**src/rtl/seven_segment_scan_driver_if.sv**
```systemverilog
// rtl/seven_segment_scan_driver_if.sv - load bus and display outputs of the scan driver
interface seven_segment_scan_driver_if;
  logic [31:0] value;
  logic [7:0]  digit_en;
  logic [7:0]  dp_mask;
  logic        load;
  logic [3:0]  digit;
  logic [7:0]  anode;
  logic        dp;
  logic        frame_done;

  modport master (
    output value, digit_en, dp_mask, load,
    input  digit, anode, dp, frame_done
  );

  modport slave (
    input  value, digit_en, dp_mask, load,
    output digit, anode, dp, frame_done
  );
endinterface

```
**src/rtl/seven_segment_scan_driver.sv**
```systemverilog
// rtl/seven_segment_scan_driver.sv - 8-digit multiplexed 7-segment scan driver, shadowed frame update
// Optional leading-zero blanking: SEVEN_SEGMENT_LEADING_ZERO_BLANK_EN
module seven_segment_scan_driver #(
  parameter int PRESCALE     = 100000,
  parameter int BLANK_CYCLES = 1000
) (
  input logic                         clk,
  input logic                         rst,
  seven_segment_scan_driver_if.slave  bus
);
  localparam logic [0:0] ST_BLANK = 1'b0;
  localparam logic [0:0] ST_SHOW  = 1'b1;
  localparam int CW = $clog2(PRESCALE + 1);
  localparam logic [CW-1:0] BLANK_LAST = CW'(BLANK_CYCLES - 1);
  localparam logic [CW-1:0] SHOW_LAST  = CW'(PRESCALE - BLANK_CYCLES - 1);

  logic [0:0]    state, nxt_state;
  logic [CW-1:0] cnt, nxt_cnt;
  logic [2:0]    idx, nxt_idx;
  logic          wrap;
  logic [31:0]   act_value, sh_value, nxt_act_value;
  logic [7:0]    act_en, sh_en, nxt_act_en;
  logic [7:0]    act_dp, sh_dp, nxt_act_dp;
  logic          pending;
  logic [7:0]    lit;
  logic [7:0]    nxt_anode;
  logic          nxt_dp;
  logic [3:0]    nxt_digit;
  logic          nxt_frame_done;
`ifdef SEVEN_SEGMENT_LEADING_ZERO_BLANK_EN
  logic [2:0]    msnz;
`endif

  always_comb begin
    nxt_state = state;
    nxt_cnt   = cnt + 1'b1;
    nxt_idx   = idx;
    wrap      = 1'b0;
    if (state == ST_BLANK) begin
      if (cnt == BLANK_LAST) begin
        nxt_state = ST_SHOW;
        nxt_cnt   = '0;
      end
    end else if (cnt == SHOW_LAST) begin
      nxt_state = ST_BLANK;
      nxt_cnt   = '0;
      nxt_idx   = idx + 3'd1;
      wrap      = (idx == 3'd7);
    end

    // The shadow only reaches the display at a frame boundary.
    nxt_act_value = (wrap && pending) ? sh_value : act_value;
    nxt_act_en    = (wrap && pending) ? sh_en    : act_en;
    nxt_act_dp    = (wrap && pending) ? sh_dp    : act_dp;

`ifdef SEVEN_SEGMENT_LEADING_ZERO_BLANK_EN
    msnz = 3'd0;
    for (int i = 1; i < 8; i++) begin
      if (nxt_act_value[4*i +: 4] != 4'd0) msnz = 3'(i);
    end
    for (int i = 0; i < 8; i++) begin
      lit[i] = nxt_act_en[i] && (3'(i) <= msnz);
    end
`else
    lit = nxt_act_en;
`endif

    nxt_digit      = nxt_act_value[{nxt_idx, 2'b00} +: 4];
    nxt_anode      = 8'hFF;
    nxt_dp         = 1'b1;
    if (nxt_state == ST_SHOW && lit[nxt_idx]) begin
      nxt_anode[nxt_idx] = 1'b0;
      nxt_dp             = ~nxt_act_dp[nxt_idx];
    end
    nxt_frame_done = (nxt_state == ST_SHOW) && (nxt_idx == 3'd7) && (nxt_cnt == SHOW_LAST);
  end

  // Outputs are registered from the next-state view so they line up with state.
  always_ff @(posedge clk) begin
    if (rst) begin
      state          <= ST_BLANK;
      cnt            <= '0;
      idx            <= 3'd0;
      act_value      <= 32'd0;
      act_en         <= 8'h01;
      act_dp         <= 8'h00;
      sh_value       <= 32'd0;
      sh_en          <= 8'h00;
      sh_dp          <= 8'h00;
      pending        <= 1'b0;
      bus.anode      <= 8'hFF;
      bus.dp         <= 1'b1;
      bus.digit      <= 4'd0;
      bus.frame_done <= 1'b0;
    end else begin
      state          <= nxt_state;
      cnt            <= nxt_cnt;
      idx            <= nxt_idx;
      act_value      <= nxt_act_value;
      act_en         <= nxt_act_en;
      act_dp         <= nxt_act_dp;
      if (bus.load) begin
        sh_value <= bus.value;
        sh_en    <= bus.digit_en;
        sh_dp    <= bus.dp_mask;
        pending  <= 1'b1;
      end else if (wrap) begin
        pending  <= 1'b0;
      end
      bus.anode      <= nxt_anode;
      bus.dp         <= nxt_dp;
      bus.digit      <= nxt_digit;
      bus.frame_done <= nxt_frame_done;
    end
  end
endmodule

```
**src/flat_wrapper.sv**
```systemverilog
// flat-port wrapper written by rule: the top's interface ports become plain ports
module seven_segment_scan_driver_flat 
#(
  parameter int PRESCALE     = 100000,
  parameter int BLANK_CYCLES = 1000
)
  (clk, rst, bus_value, bus_digit_en, bus_dp_mask, bus_load, bus_digit, bus_anode, bus_dp, bus_frame_done);
  seven_segment_scan_driver_if bus_i ();
  input logic clk;
  input logic rst;
  input wire logic [$bits(bus_i.value)-1:0] bus_value;
  input wire logic [$bits(bus_i.digit_en)-1:0] bus_digit_en;
  input wire logic [$bits(bus_i.dp_mask)-1:0] bus_dp_mask;
  input wire logic [$bits(bus_i.load)-1:0] bus_load;
  output wire logic [$bits(bus_i.digit)-1:0] bus_digit;
  output wire logic [$bits(bus_i.anode)-1:0] bus_anode;
  output wire logic [$bits(bus_i.dp)-1:0] bus_dp;
  output wire logic [$bits(bus_i.frame_done)-1:0] bus_frame_done;
  assign bus_i.value = bus_value;
  assign bus_i.digit_en = bus_digit_en;
  assign bus_i.dp_mask = bus_dp_mask;
  assign bus_i.load = bus_load;
  assign bus_digit = bus_i.digit;
  assign bus_anode = bus_i.anode;
  assign bus_dp = bus_i.dp;
  assign bus_frame_done = bus_i.frame_done;
  seven_segment_scan_driver #(.PRESCALE(PRESCALE), .BLANK_CYCLES(BLANK_CYCLES)) u_core (.clk(clk), .rst(rst), .bus(bus_i));
endmodule
```
**config.mk**
```make
export PLATFORM = sky130hd
export DESIGN_NAME = seven_segment_scan_driver_flat
export DESIGN_NICKNAME = d
export VERILOG_FILES = /design/src/rtl/seven_segment_scan_driver_if.sv /design/src/rtl/seven_segment_scan_driver.sv /design/src/flat_wrapper.sv
export SDC_FILE = /design/constraint.sdc
export NUM_CORES = 1
export LEC_CHECK = 0
export CAP_MARGIN = 20
export CORE_MARGIN = 1
export CORE_UTILIZATION = 38
export CTS_CLUSTER_DIAMETER = 60
export DETAILED_ROUTE_END_ITERATION = 7
export DONT_BUFFER_PORTS = 1
export GPL_TIMING_DRIVEN = 0
export PLACE_DENSITY = 0.6
export SYNTH_ARGS = -nofsm -noshare
export SYNTH_HDL_FRONTEND = slang
export SYNTH_SLANG_ARGS = --single-unit
```
**constraint.sdc**
```tcl
create_clock -name clk -period 3.7 [get_ports clk]
set_input_delay 0.555 -clock clk [delete_from_list [all_inputs] [get_ports clk]]
set_output_delay 0.555 -clock clk [all_outputs]
set_load 0.02 [all_outputs]
```
### Yosys cells after proc, flatten, opt, wreduce, memory -nomap -nowiden

Index checks and enable logic that the tools add are counted.

* add/subtract/negate cells: 2
* order comparisons: 2
* equal/unequal tests: 5
* shift-type cells: 1
* muxes and demuxes: 21
* bitwise operators: 3
* reduce and logical (&&, ||, !) cells: 7

Operator list (number)
* two-way mux 17 bit: 3
* == test 17 bit, second input constant: 2
* two-way mux 32 bit: 1
* variable part select 32 x 6 -> 4 bit: 1
* adder 17 x 1 -> 17 bit, second input constant: 1
* == test 17 x 10 -> 1 bit, second input constant: 1
* two-way mux 8 bit: 2
* two-way mux 1 bit: 10
* NOT 8 bit: 1
* binary-select mux 1 bit (select 3 bit): 2
* == test 3 bit, second input constant: 2
* two-way mux 3 bit: 2
* logical AND 1 bit: 5
* less-than comparator 3 x 4 -> 1 bit, second input constant: 1
* adder 3 x 1 -> 3 bit, second input constant: 1
* demux 1 bit (select 3 bit): 1
* greater-or-equal comparator 3 x 1 -> 1 bit, second input constant: 1
* NOT 1 bit: 2
* nonzero test 2 bit: 1
* OR reduction 2 bit: 1

* bits in registers: 132
* bits of input ports: 51
* output and inout port bits: 14
* logic and storage cells: 55

### Depth between registers and ports, before layout

* depth in word-level cells: 10
* depth in mapped cells: 11
* mapped depth without buffers: 8

### Least setup slack after synthesis

No wires, ideal clock.

* kind: reg-to-reg
* start point: reg u_core.cnt[0]
* end point: reg u_core.bus.dp
* library setup time: 148 ps
* arrival time: 2536 ps
* required time: 3552 ps
* setup slack: 1016 ps
* stages on the path, launching flop included: 11
* buffers on the path: 2
* clock period less this slack: 2684 ps
* path through: dfxtp_1 > ha_1 > nand2_1 > nand4b_2 > buf_6 > nor2_1 > buf_4 > mux2i_1 > o221ai_2 > nor4_4 > nand4_1

* cells in the longest elaborated chain, start to end: 10
* elaborated cells between the ends (all ways): 20
* classes of those cells: 2 x eq/ne; 13 x mux; 2 x bitwise; 3 x reduce/logical

RTL lines
* start: declaration: line seven_segment_scan_driver.sv:18 `logic [CW-1:0] cnt, nxt_cnt;`
* start signal: assignment: line seven_segment_scan_driver.sv:97 `cnt <= nxt_cnt;`
* == test 17 bit: line seven_segment_scan_driver.sv:44 `end else if (cnt == SHOW_LAST) begin`
* two-way mux 1 bit: line seven_segment_scan_driver.sv:44
* two-way mux 1 bit: line seven_segment_scan_driver.sv:39 `if (state == ST_BLANK) begin`
* logical AND 1 bit: line seven_segment_scan_driver.sv:53, seven_segment_scan_driver.sv:54
* two-way mux 8 bit: line seven_segment_scan_driver.sv:53 `nxt_act_en = (wrap && pending) ? sh_en : act_en;`
* binary-select mux 1 bit (select 3 bit): line seven_segment_scan_driver.sv:71 `if (nxt_state == ST_SHOW && lit[nxt_idx]) begin`
* two-way mux 1 bit (implied by the code): line seven_segment_scan_driver.sv:71
* logical AND 1 bit: line seven_segment_scan_driver.sv:71
* NOT 1 bit (no line)
* OR reduction 2 bit (no line)
* end signal: assignment: line seven_segment_scan_driver.sv:111 `bus.dp <= nxt_dp;`
* end: declaration: line seven_segment_scan_driver_if.sv:19 `output digit, anode, dp, frame_done`

Several ways; a longest one is shown, not always the timed one. The select of a mux whose other input is x is not followed.
A chain may end at the register's enable or synchronous reset.

### Final worst setup path

Ends and elaborated chain as after synthesis.

==> flow_summary_export.csv <==
group,metric,value,unit
run_status,status,"finished, final reports clean",
cells_and_area,antenna_cells,0,
sta,min_period,3280,ps
drt,highest_layer,"met4",
critical_path,cp.required,3940,ps
critical_path,worstSetupPathType,"reg -> reg",
sta,max_freq,305,MHz
synth,yosysMostFrequentCell,"dfxtp_1",
floorplan,io_pins,65,
synth,ys_types,55,
critical_path,startpoint_type,"flip-flop",
synth,synth_area,5340,um2
clock_network,h-tree-depth,4,
drt,wirelength,12000,um
clock_network,clockBufferDepth,2,
floorplan,num_rows,42,
synth,postSynthAreaPerCell,9.98,um2
global_routing,antenna_found_initial,0,
floorplan,dieHeight,121,um
sta,clock_skew,10.8,ps
synth,synthTopCellsByCount,"dfxtp_1 (132), nor2_1 (113), mux2i_1 (85), nand2_1 (21)",
floorplan,die-area,14500,um2
drt,dr.pass1.iters,4,
synth,syn_nets,589,
global_routing,grt_pass1_wl,19600,um
global_routing,grt_use_total,0.180,
run,drv_cap,0,
drt,drtIter0Drc,174,
synth,synth.top_cell.area_share,0.495,
drt,viasPerCell,5.15,
clock_network,clock-sinks,132,
placed_design,hpwl,8880,um
drt,wl_met3,867,um
clock_network,cts_tree,"built",
sta,timing.final.crit_share,0.887,
global_routing,grt_max_degree,17,
synth,synth-edff-count,0,
power_and_ir_drop,power_density,514,nW/um2
cells_and_area,synthToLayoutAreaGrowth,14.6,%
drt,wirelength_met1,5480,um
critical_path,end_kind,"flip-flop",
power_and_ir_drop,p_leak,0.00229,uW
global_routing,grt-ovfl-total,0,
drt,wl_per_cell,16.2,um
power_and_ir_drop,peakVddDrop,0.356,mV
sta,fin_tns_setup,0,ps
clock_network,cts_inserted_buffers,17,
synth,async_flop_share,0,
cells_and_area,fin_cells,742,
cells_and_area,fin_nets,609,
synth,ys_seq_area_frac,0.495,
drt,drc,0,
drt,vias,3823,
critical_path,critPathArrivalTime,3530,ps
floorplan,core_area,13500,um2
global_routing,grt_pass1_vias,3874,
synth,synth_top_flop_cell,"dfxtp_1",
sta,tightest_slew,859,ps
clock_network,clock_latency,430,ps
cells_and_area,final_util,0.455,
synth,yosysTopAreaCell,"dfxtp_1",
clock_network,post_cts.repair.setup_buffers,0,
sta,grt_setup_unrepaired,"no",
sta,max_slew_margin,0.428,
clock_network,ctsHoldBuffers,0,
cells_and_area,layout-drive-gt1-share,0.118,
floorplan,die_width,121,um
synth,ys_ff_latch,132,
placed_design,dp_cells,711,
synth,synth.area.top_cells,"dfxtp_1 (49%), mux2i_1 (16%), nor2_1 (7.9%)",
drt,ant_nets,0,
synth,ys_warn_count,0,
sta,final_max_slew_viol_count,0,
clock_network,ctsRootBufferMaster,"clkbuf_16",
critical_path,cp_max_fo,10,
worst_hold_path,min_path_type,"in -> reg",
placed_design,portBuffers,0,
floorplan,start_util,0.397,
drt,met2_wirelength,5460,um
placed_design,gp_congestion,0.821,
synth,syn_inst,535,
sta,setup_violations,0,
sta,hold_viol,0,
clock_network,clkTransAtPathRegs,60,ps
clock_network,cts_resized,0,
## worst max-delay path, stage by stage, from the launching register on
cell and delay (ps):
dfxtp_1 390, ha_1 250, nand2_1 100, nand4b_2 270, buf_6 190, nor2_1 160
buf_4 230, mux2i_2 550, o221ai_2 220, nor4_4 530, nand4_1 210
## registers in the layout, summed over array words and instances, names as in the netlist
name	cells
u_core.act_en	8
u_core.state	1
u_core.pending	1
u_core.bus.anode	8
u_core.sh_value	32
u_core.sh_en	8
u_core.act_value	32
u_core.bus.dp	1
u_core.idx	3
u_core.cnt	17
u_core.sh_dp	8
u_core.bus.frame_done	1
u_core.act_dp	8
u_core.bus.digit	4
## layout by cell type, fill, tap and decap left out, types with 4 or more instances in the layout
| cell | Yosys | final |
|---|---|---|
| dfxtp_1 | 132 | 132 |
| nor2_1 | 113 | 113 |
| mux2i_1 | 85 | 84 |
| nand2_1 | 21 | 21 |
| clkbuf_16 | 0 | 17 |
| clkbuf_1 | 15 | 16 |
| mux2_2 | 15 | 15 |
| nor2b_1 | 14 | 14 |
| o22ai_1 | 13 | 13 |
| a21oi_1 | 10 | 10 |
| xor2_1 | 10 | 10 |
| buf_1 | 8 | 8 |
| nand3_1 | 7 | 7 |
| xnor2_1 | 6 | 6 |
| nand2b_1 | 5 | 5 |
| nand4_1 | 5 | 5 |
| inv_1 | 5 | 5 |
| o21ai_0 | 5 | 5 |
| a221oi_1 | 5 | 5 |
| buf_2 | 3 | 4 |
| nor3_1 | 4 | 4 |
| clkinv_2 | 0 | 4 |
## layout make-up
type | instances | area, um2
fillers | 1335 | 7330
flip-flops and latches | 132 | 2640
multi-input cells | 367 | 2540
clock buffers | 21 | 470
well taps | 176 | 220
plain buffers | 31 | 146
clock inverters | 9 | 81.3
inverters | 5 | 18.8
repair buffers | 1 | 5.00
## final timing paths
path | startpoint | end | slack, ps | depth (start not counted)
min reg2reg | u_core.cnt[0] | u_core.cnt[0] | 480 | 1
min | bus_value[18] | u_core.sh_value[18] | 280 | 2
max | u_core.cnt[0] | u_core.bus.dp | 420 | 10
max reg2reg | u_core.cnt[0] | u_core.bus.dp | 420 | 10
## power breakdown
| group | internal (uW) | leakage (uW) | switching (uW) | total [uW] |
|---|---|---|---|---|
| Clock | 963 | 0.000267 | 603 | 1570 |
| Sequential | 1460 | 0.00107 | 20.9 | 1480 |
| Combinational | 40.5 | 0.000945 | 59.2 | 99.8 |
## metrics by stage
step / hold slack, ps / setup slack [ps] / instance area, um2 / power (uW)
5_1_grt: 282 / 107 / 6120 / 3240
2_1_floorplan: 441 / 1020 / 5340 / 1580
3_3_place_gp: 459 / 296 / 5560 / 1610
6_report: 283 / 418 / 6120 / 3140
4_1_cts: 272 / 174 / 6110 / 3170
3_5_place_dp: 474 / 213 / 5560 / 1610
## cells by family after synthesis
family          count (synthesis)  share of synthesized area
mux                           100                      0.191
flops                         132                      0.495
xor+xnor                       16                     0.0262
compound gates                 51                     0.0682
fa+ha+maj                       3                    0.00703
buf+inv                        36                     0.0309
simple gates                  197                      0.182
## routing by layer
metal,track usage,up-vias
met2,0.280,94
met3,0.0703,18
met5,0,-
met1,0.218,1809
met4,0.0833,0
li1,-,1902
Note: power is estimated with default switching activity, not from simulation.
